### src/rtl/mouse_pkg.sv
// Shared types and default constants for the mouse cursor tracker.
package mouse_pkg;

    typedef enum logic [1:0] {
        S_IDLE    = 2'd0,
        S_ACK     = 2'd1,
        S_CALC    = 2'd2,
        S_PUBLISH = 2'd3
    } state_t;

    localparam int DEF_SCREEN_W = 640;
    localparam int DEF_SCREEN_H = 480;
    localparam int DEF_INIT_X   = 320;
    localparam int DEF_INIT_Y   = 240;
    localparam int INC_BITS     = 9;

endpackage

### src/rtl/cursor_axis_clamp.sv
// One cursor axis: scales a signed PS/2 increment, adds or subtracts it and clamps
// to 0..MAX_VAL. Optional doubling of large increments under MOUSE_CURSOR_ACCEL_EN.
module cursor_axis_clamp
    import mouse_pkg::*;
#(
    parameter int AXIS_BITS    = 10,
    parameter int MAX_VAL      = 639,
    parameter int GAIN_SHIFT   = 0,
    parameter int ACCEL_THRESH = 16
) (
    input  logic [AXIS_BITS-1:0] pos,
    input  logic [INC_BITS-1:0]  inc,
    input  logic                 sub,
    output logic [AXIS_BITS-1:0] next_pos
);

    localparam int W = AXIS_BITS + 6;
    localparam logic signed [W-1:0] MAX_S = W'(MAX_VAL);
`ifdef MOUSE_CURSOR_ACCEL_EN
    localparam logic signed [W-1:0] ACCEL_S = W'(ACCEL_THRESH);
`endif

    logic signed [W-1:0] inc_ext_s;
    logic signed [W-1:0] scaled_s;
    logic signed [W-1:0] delta_s;
    logic signed [W-1:0] pos_ext_s;
    logic signed [W-1:0] sum_s;
`ifdef MOUSE_CURSOR_ACCEL_EN
    logic signed [W-1:0] mag_s;
`endif

    // Scale, optionally accelerate, apply and clamp the increment
    always_comb begin
        inc_ext_s = {{(W-INC_BITS){inc[INC_BITS-1]}}, inc};
        scaled_s  = inc_ext_s <<< GAIN_SHIFT;
`ifdef MOUSE_CURSOR_ACCEL_EN
        // magnitude is taken on the raw increment, the doubling on the scaled one
        mag_s   = inc_ext_s[W-1] ? -inc_ext_s : inc_ext_s;
        delta_s = (mag_s > ACCEL_S) ? (scaled_s <<< 1) : scaled_s;
`else
        delta_s = scaled_s;
`endif
        pos_ext_s = {{(W-AXIS_BITS){1'b0}}, pos};
        if (sub) begin
            sum_s = pos_ext_s - delta_s;
        end else begin
            sum_s = pos_ext_s + delta_s;
        end
        if (sum_s[W-1]) begin
            next_pos = '0;
        end else if (sum_s > MAX_S) begin
            next_pos = MAX_S[AXIS_BITS-1:0];
        end else begin
            next_pos = sum_s[AXIS_BITS-1:0];
        end
    end

endmodule

### src/rtl/mouse_cursor_tracker.sv
// Integrates PS/2 mouse packets into a clamped absolute cursor with button edges.
// Optional acceleration is enabled by defining MOUSE_CURSOR_ACCEL_EN.
module mouse_cursor_tracker
    import mouse_pkg::*;
#(
    parameter int SCREEN_W     = DEF_SCREEN_W,
    parameter int SCREEN_H     = DEF_SCREEN_H,
    parameter int X_BITS       = 10,
    parameter int Y_BITS       = 10,
    parameter int INIT_X       = DEF_INIT_X,
    parameter int INIT_Y       = DEF_INIT_Y,
    parameter int GAIN_SHIFT   = 0,
    parameter int ACCEL_THRESH = 16
) (
    input  logic                clk,
    input  logic                reset,
    input  logic [INC_BITS-1:0] x_increment,
    input  logic [INC_BITS-1:0] y_increment,
    input  logic                left_button,
    input  logic                right_button,
    input  logic                data_ready,
    output logic                read,
    input  logic                recenter,
    output logic [X_BITS-1:0]   cursor_x,
    output logic [Y_BITS-1:0]   cursor_y,
    output logic                pos_valid,
    output logic                btn_left,
    output logic                btn_right,
    output logic                left_press,
    output logic                left_release,
    output logic                right_press
);

    state_t state_r;
    state_t state_nxt_s;

    logic [INC_BITS-1:0] hold_x_r;
    logic [INC_BITS-1:0] hold_y_r;
    logic                hold_left_r;
    logic                hold_right_r;
    logic                rc_pend_r;

    logic                accept_s;
    logic                publish_s;
    logic                recenter_apply_s;
    logic                recenter_req_s;

    logic [X_BITS-1:0]   cursor_x_r;
    logic [Y_BITS-1:0]   cursor_y_r;
    logic [X_BITS-1:0]   nx_s;
    logic [Y_BITS-1:0]   ny_s;
    logic                read_r;
    logic                pos_valid_r;
    logic                btn_left_r;
    logic                btn_right_r;
    logic                left_press_r;
    logic                left_release_r;
    logic                right_press_r;

    cursor_axis_clamp #(
        .AXIS_BITS   (X_BITS),
        .MAX_VAL     (SCREEN_W - 1),
        .GAIN_SHIFT  (GAIN_SHIFT),
        .ACCEL_THRESH(ACCEL_THRESH)
    ) u_clamp_x (
        .pos     (cursor_x_r),
        .inc     (hold_x_r),
        .sub     (1'b0),
        .next_pos(nx_s)
    );

    // Screen rows grow downward while PS/2 Y grows upward, hence subtract
    cursor_axis_clamp #(
        .AXIS_BITS   (Y_BITS),
        .MAX_VAL     (SCREEN_H - 1),
        .GAIN_SHIFT  (GAIN_SHIFT),
        .ACCEL_THRESH(ACCEL_THRESH)
    ) u_clamp_y (
        .pos     (cursor_y_r),
        .inc     (hold_y_r),
        .sub     (1'b1),
        .next_pos(ny_s)
    );

    // Next-state and per-cycle strobes
    always_comb begin
        state_nxt_s      = state_r;
        accept_s         = 1'b0;
        publish_s        = 1'b0;
        recenter_apply_s = 1'b0;
        recenter_req_s   = recenter | rc_pend_r;
        case (state_r)
            S_IDLE: begin
                if (recenter_req_s) begin
                    recenter_apply_s = 1'b1;
                end else if (data_ready) begin
                    accept_s    = 1'b1;
                    state_nxt_s = S_ACK;
                end else begin
                    state_nxt_s = S_IDLE;
                end
            end
            S_ACK: begin
                state_nxt_s = S_CALC;
            end
            S_CALC: begin
                publish_s   = 1'b1;
                state_nxt_s = S_PUBLISH;
            end
            S_PUBLISH: begin
                state_nxt_s = S_IDLE;
            end
            default: begin
                state_nxt_s = S_IDLE;
            end
        endcase
    end

    // State register
    always_ff @(posedge clk) begin
        if (reset) begin
            state_r <= S_IDLE;
        end else begin
            state_r <= state_nxt_s;
        end
    end

    // Packet holding registers
    always_ff @(posedge clk) begin
        if (reset) begin
            hold_x_r     <= '0;
            hold_y_r     <= '0;
            hold_left_r  <= 1'b0;
            hold_right_r <= 1'b0;
        end else if (accept_s) begin
            hold_x_r     <= x_increment;
            hold_y_r     <= y_increment;
            hold_left_r  <= left_button;
            hold_right_r <= right_button;
        end else begin
            hold_x_r     <= hold_x_r;
            hold_y_r     <= hold_y_r;
            hold_left_r  <= hold_left_r;
            hold_right_r <= hold_right_r;
        end
    end

    // Recenter requested while busy waits here until the FSM is idle again
    always_ff @(posedge clk) begin
        if (reset) begin
            rc_pend_r <= 1'b0;
        end else if (recenter_apply_s) begin
            rc_pend_r <= 1'b0;
        end else if (recenter && (state_r != S_IDLE)) begin
            rc_pend_r <= 1'b1;
        end else begin
            rc_pend_r <= rc_pend_r;
        end
    end

    // Registered outputs: handshake, position, buttons and edge pulses
    always_ff @(posedge clk) begin
        if (reset) begin
            read_r         <= 1'b0;
            pos_valid_r    <= 1'b0;
            cursor_x_r     <= X_BITS'(INIT_X);
            cursor_y_r     <= Y_BITS'(INIT_Y);
            btn_left_r     <= 1'b0;
            btn_right_r    <= 1'b0;
            left_press_r   <= 1'b0;
            left_release_r <= 1'b0;
            right_press_r  <= 1'b0;
        end else begin
            read_r         <= accept_s;
            pos_valid_r    <= publish_s | recenter_apply_s;
            left_press_r   <= publish_s & hold_left_r & ~btn_left_r;
            left_release_r <= publish_s & ~hold_left_r & btn_left_r;
            right_press_r  <= publish_s & hold_right_r & ~btn_right_r;
            if (recenter_apply_s) begin
                cursor_x_r <= X_BITS'(INIT_X);
                cursor_y_r <= Y_BITS'(INIT_Y);
            end else if (publish_s) begin
                cursor_x_r <= nx_s;
                cursor_y_r <= ny_s;
            end else begin
                cursor_x_r <= cursor_x_r;
                cursor_y_r <= cursor_y_r;
            end
            if (publish_s) begin
                btn_left_r  <= hold_left_r;
                btn_right_r <= hold_right_r;
            end else begin
                btn_left_r  <= btn_left_r;
                btn_right_r <= btn_right_r;
            end
        end
    end

    assign read         = read_r;
    assign pos_valid    = pos_valid_r;
    assign cursor_x     = cursor_x_r;
    assign cursor_y     = cursor_y_r;
    assign btn_left     = btn_left_r;
    assign btn_right    = btn_right_r;
    assign left_press   = left_press_r;
    assign left_release = left_release_r;
    assign right_press  = right_press_r;

endmodule

### config.mk
export PLATFORM = sky130hd
export DESIGN_NAME = mouse_cursor_tracker
export DESIGN_NICKNAME = d
export VERILOG_FILES = /design/src/rtl/mouse_pkg.sv /design/src/rtl/cursor_axis_clamp.sv /design/src/rtl/mouse_cursor_tracker.sv
export SDC_FILE = /design/constraint.sdc
export NUM_CORES = 1
export LEC_CHECK = 0
export CAP_MARGIN = 0
export CORE_AREA = 2 2 71 73
export DETAILED_ROUTE_END_ITERATION = 10
export DIE_AREA = 0 0 73 75
export DONT_BUFFER_PORTS = 1
export HOLD_SLACK_MARGIN = 0.02
export MAX_ROUTING_LAYER = met4
export PLACE_DENSITY = 0.87
export RECOVER_POWER = 100
export SLEW_MARGIN = 5
export SYNTH_ARGS = -nofsm -noshare
export SYNTH_HDL_FRONTEND = slang
export SYNTH_SLANG_ARGS = --single-unit
### constraint.sdc
create_clock -name clk -period 4 [get_ports clk]
set_input_delay 0.6 -clock clk [delete_from_list [all_inputs] [get_ports clk]]
set_output_delay 0.6 -clock clk [all_outputs]
set_load 0.05 [all_outputs]
Yosys cells after proc, flatten, opt, wreduce, memory -nomap -nowiden --
Cells that the tools add are included.
Word-level totals: flip-flop bits (word level) 50, bits of input ports 24, output and inout port bits 27, word-level logic and storage cells 51
Operators by class: add/sub/neg operators 2, order comparisons 2, eq/ne operators 4, multiplexer cells 13, bitwise operators 11, reductions and logical operators 4
Operators with widths (number):
- $mux 10 | 4
- $gt 16x10->1 const B | 1
- $gt 16x11->1 const B | 1
- $add 11x9->12 | 1
- $sub 11x9->12 | 1
- $pmux 2 s4 | 1
- $mux 1 | 7
- $and 1x1->1 | 6
- $eq 2x2->1 const B | 2
- $not 1->1 | 3
- $eq 2x1->1 const B | 1
- $logic_not 2->1 | 1
- $mux 2 | 1
- $ne 2x2->1 const B | 1
- $or 1x1->1 | 2
- $reduce_bool 2->1 | 1
- $reduce_or 2->1 | 1
- $logic_and 1x1->1 | 1

Logic depth before layout (Yosys ltp) --
Gate-level depths: netlist of run 1.
word-level depth 4, mapped depth 11, gate-level depth less buffers 11

By module --
From an unflattened synthesis of run 1, not the netlist that was laid out.
Second synthesis, totals: cells, all modules 411, area, all modules 3851.2 µm²
Modules (own cells, without submodules):
- mouse_cursor_tracker | times used 1, cells each 194, area each 2064.5 µm², seq. area each 1001.0 µm²
- cursor_axis_clamp at u_clamp_x | times used 1, cells each 111, area each 940.9 µm², seq. area each 0.0 µm²
- cursor_axis_clamp at u_clamp_y | times used 1, cells each 106, area each 845.8 µm², seq. area each 0.0 µm²

Least setup slack after synthesis of run 1 --
Ideal clock, no wire load.
kind register to register, from register cursor_y_r[0], in the netlist cursor_y[0], to register cursor_y_r[5], in the netlist cursor_y[5], setup time 0.122 ns, data arrival time 2.749 ns, data required time 3.878 ns, slack 1.129 ns, stages on the path, launching flop included 12, buffers on the path 0, period minus slack after synthesis 2.871 ns, cell sequence dfxtp_1 inv_1 ha_1 inv_1 fa_1 a211o_1 a211o_1 a21o_1 and3_4 o211ai_4 a211oi_4 a221o_1
On the way: word-level cells in the longest chain between the ends 4
Ends and longest elaborated chain:
- start: declaration | line mouse_cursor_tracker.sv:49 | logic [Y_BITS-1:0] cursor_y_r;
- start signal: assignment | line mouse_cursor_tracker.sv:167 | cursor_y_r <= Y_BITS'(INIT_Y);
- start signal: assignment | line mouse_cursor_tracker.sv:181 | cursor_y_r <= Y_BITS'(INIT_Y);
- start signal: assignment | line mouse_cursor_tracker.sv:184 | cursor_y_r <= ny_s;
- $sub 11x9->12 * | line cursor_axis_clamp.sv:45 | sum_s = pos_ext_s - delta_s;
- $gt 16x10->1 | line cursor_axis_clamp.sv:51 | end else if (sum_s > MAX_S) begin
- $mux 10 | line cursor_axis_clamp.sv:51
- $mux 10 * | line cursor_axis_clamp.sv:49 | if (sum_s[W-1]) begin
Every way passes the cells marked *; elsewhere a longest branch is shown, timed or not. A chain may end at the register's enable or synchronous reset.

Final worst setup path of run 1 --
from register cursor_x_r[8], in the netlist cursor_x[8], to register cursor_x_r[8], in the netlist cursor_x[8]
On the way: word-level cells in the longest chain between the ends 4
Ends and longest elaborated chain:
- start: declaration | line mouse_cursor_tracker.sv:48 | logic [X_BITS-1:0] cursor_x_r;
- start signal: assignment | line mouse_cursor_tracker.sv:166 | cursor_x_r <= X_BITS'(INIT_X);
- start signal: assignment | line mouse_cursor_tracker.sv:180 | cursor_x_r <= X_BITS'(INIT_X);
- start signal: assignment | line mouse_cursor_tracker.sv:183 | cursor_x_r <= nx_s;
- $add 11x9->12 * | line cursor_axis_clamp.sv:47 | sum_s = pos_ext_s + delta_s;
- $gt 16x11->1 | line cursor_axis_clamp.sv:51
- $mux 10 | line cursor_axis_clamp.sv:51
- $mux 10 * | line cursor_axis_clamp.sv:49
Marks and branches as above.

==> results.ini, run 1 <==
[clock_tree]
ctsRootBufferMaster=clkbuf_8
cts_hold_buffers=0
numCtsBuffers=5
cts.path.max_buffers=2
cts_setup_buffers=0
insertion_delay_ns=0.31
clk_pin_slew_worst_paths_ns=0.09
tritoncts=yes
htreeDepth=2
cts_resized=0
clock_sinks=50

[logic_synthesis]
yosys.cell_count.top_type=nand2_1
ys_types=57
synthArstFlopShare_pct=0
synth.avg_cell_area_um2=8.30
synthTopCellsByArea=dfxtp_1 33%, ha_1 10%, nand2_1 6.4%
yosysWarnings=0
netlist_area_mm2=0.00300
synthTopCellsByCount=51 x nand2_1, 50 x dfxtp_1, 35 x a21oi_1, 25 x nor2_1
synth-edff-count=0
synth_top_area_cell=dfxtp_1
yosys.area.top_type_share_pct=33.3
ys_seq_elements=50
ys_seq_area_share_pct=33.3
syn_inst=362
synthFlopType=dfxtp_1
synth_nets=412

[critical_path]
cp-end-kind=flop
path_class=flop to flop
slowest_delay_ns=0.55
rr_endpoint=cursor_x[8]
arrival_ns=3.62
crit_path_top_delay_cell=clkbuf_1
r2r_start=cursor_x[8]
crit_buf_inv=1
path_delay_family=simple AND/OR/NAND/NOR gates
required_ns=4.20
startpoint_type=flop
cp_max_fo=5
rrSetupSlack_ns=0.59
reg2reg_depth=9
crit_chain=clkbuf_1 -> ha_1 -> o21ai_0 -> nor2_1 -> and3_1 -> nor3_2 -> mux2_1 -> or3_1 -> o31ai_1

[run_status]
status=completed

[die]
dieArea_mm2=0.00548
ios=51
num_rows=25
fp.dieH_um=75
die_x_um=73
core-area_mm2=0.00466
start_util_pct=64.4

[timing]
fin_crit_ns=3.41
setup_viol=0
clock_skew_ns=0.00869
rsz0062_at_grt=false
slew_violations=0
hold_viol=0
finalCritPeriodShare_pct=85.3
fmax_mhz=293
worst_slew_pin_slew_ns=0.891
setup_tns_ns=0
slew_headroom_pct=40.4

[cells_and_area]
fill_cells=401
multi_input_area_mm2=0.00185
regArea_mm2=0.00100
utilization_pct=66.4
fin_nets=412
fin_area_mm2=0.00310
diodes=0
syn_to_final_growth_pct=3.08
drive_gt1_share_pct=4.13

[global_route]
grtUsageTotal_pct=28.0
antenna_found_initial=0
grt_max_degree=31
grt_pass1_wl_um=11700
overflow=0
grt_pass1_vias=2516

[hold_path]
hold_path.class=input port to flop
holdPathEnd=hold_right_r
hold_start=reset
holdPathStages=1

[detailed_routing]
first_iter_violations=154
wl_um=7060
wl_per_cell_um=16.9
dr_total_vias=2707
via_per_inst=6.49
drc=0
dr.pass1.iters=4
antenna_left=0

[placement]
port-buffer-count=0
post-dp-hpwl_um=5110
gp_congestion=0.963
placement.cell_area_mm2=0.00305

[power_and_ir_drop]
powerDensity_mw_per_mm2=595
power.leakage_nw=1.15
vdd_drop_max_mv=0.322

[flow_run]
maxCapViolCount=0

==> how the worst max path moves through the flow <==
| stage | slack [ns] | endpoint | cells after the start | from |
|---|---|---|---|---|
| after detailed placement | 0.84 | cursor_x[4] | 10 | cursor_x[0] |
| final | 0.59 | cursor_x[8] | 9 | cursor_x[8] |
| after CTS | 0.82 | cursor_x[4] | 10 | cursor_x[0] |
| after global placement | 0.94 | cursor_x[1] | 10 | cursor_x[0] |
| after floorplan | 1.13 | cursor_y[5] | 11 | cursor_y[0] |
| after global routing | 0.40 | cursor_x[1] | 9 | cursor_x[8] |
==> power breakdown <==
group          switching, W  total (W)  internal, W
logic              0.000499   0.000795     0.000297
clock network      0.000169   0.000309     0.000140
registers          0.000165   0.000736     0.000571
total              0.000833    0.00184      0.00101
==> cell type report <==
class / count / area share [%]
Clock buffer: 7 / 2.79
Clock inverter: 1 / 0.162
Inverter: 19 / 2.30
Multi-Input combinational cell: 283 / 59.7
Sequential cell: 50 / 32.3
Tap cell: 54 / 2.18
Timing Repair Buffer: 3 / 0.485
==> through the flow <==
step / hold slack [ns] / total power (W) / setup WS, ns / cells
after CTS: 0.344 / 0.00188 / 0.818 / 417
after floorplan: 0.435 / 0.00140 / 1.13 / 362
final: 0.350 / 0.00184 / 0.586 / 417
after detailed placement: 0.444 / 0.00157 / 0.842 / 409
after global placement: 0.437 / 0.00155 / 0.941 / 409
after global routing: 0.342 / 0.00197 / 0.399 / 417
==> metal layers <==
metal	vias up	track usage, %	routed length [um]
met2	99	44.8	3160
li1	1311	-	-
met4	0	9.26	158
met1	1280	36.2	3320
met3	17	4.55	422
met5	-	-	0
==> layout by cell type (no fill, tap or decap), types with 7 or more instances in the layout <==
cell type,count
a211oi_1,7
a21oi_1,35
dfxtp_1,50
ha_1,24
inv_1,19
nand2_1,51
nand2b_1,8
nor2_1,25
nor3_1,10
o21a_1,8
o21ai_0,24
==> state kept, by name, summed over array words and instances (netlist names) <==
signal,cells
hold_x_r,9
cursor_x,10
read,1
hold_left_r,1
left_release,1
btn_left,1
left_press,1
btn_right,1
pos_valid,1
hold_right_r,1
rc_pend_r,1
right_press,1
hold_y_r,9
cursor_y,10
state_r,2
==> cell families (layout without fill, tap and decap cells) <==
logic type | Yosys count | count (layout) | share of synthesized area (%)
xor gates and xnor gates | 9 | 9 | 2.62
buffers and inverters | 29 | 30 | 3.87
and+or+nand+nor | 122 | 122 | 19.6
DFF | 50 | 50 | 33.3
adders and majority gates | 26 | 26 | 11.3
muxes | 7 | 7 | 2.38
AOI/OAI and AO/OA | 119 | 119 | 26.9
No activity file was read; power rests on OpenSTA's default activity.
==> run 2, diff against run 1 <==
Settings changed: CORE_AREA 2 2 71 73 to 2 2 97 99, DIE_AREA 0 0 73 75 to 0 0 99 101, PLACE_DENSITY 0.87 to 0.54.
==> results.ini, run 2 (synthesis results as in run 1) <==
[clock_tree]
htreeDepth=2
ctsRootBufferMaster=clkbuf_8
clock_sinks=50
numCtsBuffers=5
cts_setup_buffers=0
cts_hold_buffers=0
tritoncts=yes
cts.path.max_buffers=2
cts_resized=0
clk_pin_slew_worst_paths_ns=0.09
insertion_delay_ns=0.31

[global_route]
antenna_found_initial=0
grt_max_degree=31
grtUsageTotal_pct=15.3
grt_pass1_vias=2466
grt_pass1_wl_um=12000
overflow=0

[timing]
setup_viol=0
clock_skew_ns=0.00721
fin_crit_ns=3.37
slew_violations=0
finalCritPeriodShare_pct=84.3
hold_viol=0
rsz0062_at_grt=false
setup_tns_ns=0
slew_headroom_pct=39.3
worst_slew_pin_slew_ns=0.908
fmax_mhz=297

[critical_path]
required_ns=4.20
arrival_ns=3.57
startpoint_type=flop
path_delay_family=compound AO/OA/AOI/OAI gates
crit_chain=inv_1 -> ha_1 -> inv_1 -> fa_1 -> a211o_1 -> a211o_1 -> a21o_1 -> and3_2 -> o211ai_1 -> a211oi_1 -> a221o_1
cp_max_fo=6
crit_path_top_delay_cell=dfxtp_1
crit_buf_inv=2
cp-end-kind=flop
path_class=flop to flop
slowest_delay_ns=0.49

[die]
start_util_pct=33.4
fp.dieH_um=101
core-area_mm2=0.00898
dieArea_mm2=0.0100
ios=51
die_x_um=99
num_rows=35

[cells_and_area]
diodes=0
drive_gt1_share_pct=4.93
final_common_cell=nand2_1
syn_to_final_growth_pct=6.00
layout_common_cells=51 x nand2_1, 50 x dfxtp_1, 35 x a21oi_1, 25 x nor2_1
fill_cells=951
utilization_pct=35.5
fin_nets=414

[detailed_routing]
dr_total_vias=2624
first_iter_violations=81
antenna_left=0
dr.pass1.iters=4
via_per_inst=5.51
wl_per_cell_um=15.8
drc=0
wl_um=7510

[placement]
port-buffer-count=0
gp_congestion=0.872
post-dp-hpwl_um=5820

[power_and_ir_drop]
vdd_drop_max_mv=0.158
power.leakage_nw=1.15
powerDensity_mw_per_mm2=578

[run_status]
status=completed

[hold_path]
hold_path.class=input port to flop

[flow_run]
maxCapViolCount=0

==> run 2: report_power, final <==
group          switching (W)  total (W)  internal [W]  leakage [nW]
Combinational       0.000496   0.000793      0.000298         0.698
Sequential          0.000161   0.000732      0.000571         0.406
Clock               0.000175   0.000314      0.000139        0.0472
==> run 2: cell type report <==
type                       instances  area (um2)  area share, %
clock inverter                     2        12.5          0.393
timing repair buffer               5        26.3          0.825
inverter                          19        71.3           2.24
multi-input combinational        283        1850           58.1
clock buffer                       6        82.6           2.59
tap                              111         139           4.36
sequential                        50        1000           31.4
==> run 2: stage by stage <==
step,hold slack (ns),power [W],setup WS (ns),instance area (um2),std cells
floorplan,0.435,0.00140,1.13,3000,362
global placement,0.440,0.00157,0.914,3130,468
detailed placement,0.450,0.00158,0.822,3130,468
CTS,0.340,0.00191,0.788,3230,476
global route,0.338,0.00198,0.451,3180,476
finish,0.346,0.00184,0.629,3180,476
==> run 2: final timing paths <==
path	from	endpoint	slack, ns	cells after the start
worst max-delay path	cursor_y[0]	cursor_y[5]	0.63	11
worst min-delay path	reset	pos_valid	0.35	1
worst max register to register	cursor_y[0]	cursor_y[5]	0.63	11
worst min register to register	hold_y_r[3]	hold_y_r[3]	0.46	2
==> run 2: per-layer routing <==
| metal | global-route usage (%) | up-vias | share of wire, % |
|---|---|---|---|
| met5 | - | - | 0 |
| met4 | 4.85 | 0 | 1.4 |
| met3 | 2.50 | 7 | 4.0 |
| met2 | 26.6 | 51 | 50 |
| met1 | 18.1 | 1251 | 45 |
| li1 | - | 1315 | - |
==> run 3, diff against run 2 <==
Clock period 4 ns to 3.36 ns, I/O delays scaled along.
==> results.ini, run 3 (synthesis results as in run 1) <==
[timing]
slew_headroom_pct=38.7
hold_viol=0
clock_skew_ns=0.00918
finalCritPeriodShare_pct=89.8
holdWs_ns=0.268
rsz0062_at_grt=false
fmax_mhz=331
worst_slew_pin_slew_ns=0.916
setup_viol=0
slew_violations=0
setup_tns_ns=0
fin_crit_ns=3.02

[clock_tree]
ctsRootBufferMaster=clkbuf_8
cts_resized=0
tritoncts=yes
htreeDepth=2
cts_hold_buffers=0
clk_pin_slew_worst_paths_ns=0.09
cts.path.max_buffers=2
numCtsBuffers=5
cts_setup_buffers=0
clock_sinks=50
insertion_delay_ns=0.30

[die]
ios=51
start_util_pct=33.4
die_x_um=99
dieArea_mm2=0.0100
core-area_mm2=0.00898
fp.dieH_um=101
num_rows=35

[critical_path]
crit_path_top_delay_cell=clkbuf_1
cp_max_fo=6
path_class=flop to flop
rrSetupSlack_ns=0.34
path_common_cell=a211o_1
cp-end-kind=flop
arrival_ns=3.22
required_ns=3.56
crit_chain=clkbuf_1 -> ha_1 -> a211o_1 -> a211o_1 -> a21o_1 -> and3_1 -> o211ai_4 -> a211oi_4 -> a221o_1
startpoint_type=flop
slowest_delay_ns=0.54

[global_route]
overflow=0
grt_max_degree=31
grt_pass1_vias=2539
grtUsageTotal_pct=15.8
grt_pass1_wl_um=12300
antenna_found_initial=0

[cells_and_area]
diodes=0
syn_to_final_growth_pct=8.88
fin_area_mm2=0.00327
fin_nets=428
final_common_cell=nand2_1
layout_common_cells=51 x nand2_1, 50 x dfxtp_1, 36 x a21oi_1, 25 x o21ai_0, 25 x nor2_1
utilization_pct=36.4
drive_gt1_share_pct=5.54

[power_and_ir_drop]
power.leakage_nw=1.19
vdd_drop_max_mv=0.239
powerDensity_mw_per_mm2=689

[run_status]
status=completed

[detailed_routing]
first_iter_violations=88
via_per_inst=5.33
dr_total_vias=2614
drc=0
wl_per_cell_um=15.3
antenna_left=0
dr.pass1.iters=5
wl_um=7490

[placement]
port-buffer-count=0
post-dp-hpwl_um=5810
placement.cell_area_mm2=0.00324
gp_congestion=0.886

[flow_run]
maxCapViolCount=0

[hold_path]
hold_path.class=input port to flop

-- run 3: final cells by class --
| cell class | instances | area, um2 |
|---|---|---|
| Clock buffer | 7 | 86.3 |
| Clock inverter | 1 | 5.00 |
| Fill cell | 952 | 5710 |
| Inverter | 19 | 71.3 |
| Multi-Input combinational cell | 283 | 1880 |
| Sequential cell | 50 | 1000 |
| Tap cell | 111 | 139 |
| Timing Repair Buffer | 19 | 90.1 |
-- run 3: worst max-delay path: cells and delay by family (launching register included) --
| kind | cells | cell delay (ns) |
|---|---|---|
| AO/OA/AOI/OAI | 6 | 1.44 |
| AND/OR/NAND/NOR | 1 | 0.21 |
| adder cells (fa/ha/maj) | 1 | 0.41 |
| buffers and inverters | 1 | 0.54 |
| flip-flops | 1 | 0.32 |
-- run 3: through the flow --
step	total power, W	cells	worst slack (ns)
2_1_floorplan	0.00166	362	0.489
3_3_place_gp	0.00193	482	0.541
3_5_place_dp	0.00194	482	0.507
4_1_cts	0.00231	490	0.503
5_1_grt	0.00243	490	0.176
6_report	0.00225	490	0.341
-- run 3: layer usage --
metal  GRT usage [%]  vias up  routed length (um)  share of wire (%)
met1            19.6     1225                3540                 47
met2            26.9       41                3630                 48
met4            4.74        0                 139                1.9
met3            1.94       11                 185                2.5
met5               -        -                   0                  0
li1                -     1337                   -                  -
-- run 3: power by group --
part           internal [W]  switching (W)  total [W]
logic              0.000399       0.000688    0.00109
clock network      0.000167       0.000200   0.000367
registers          0.000680       0.000119   0.000799
-- run 3: final timing paths --
check                   start           to  cells after the start
setup / recovery  cursor_y[2]  cursor_y[5]                      9
hold / removal          reset  hold_x_r[4]                      1
setup reg to reg  cursor_y[2]  cursor_y[5]                      9
hold reg to reg   hold_y_r[3]  hold_y_r[3]                      2
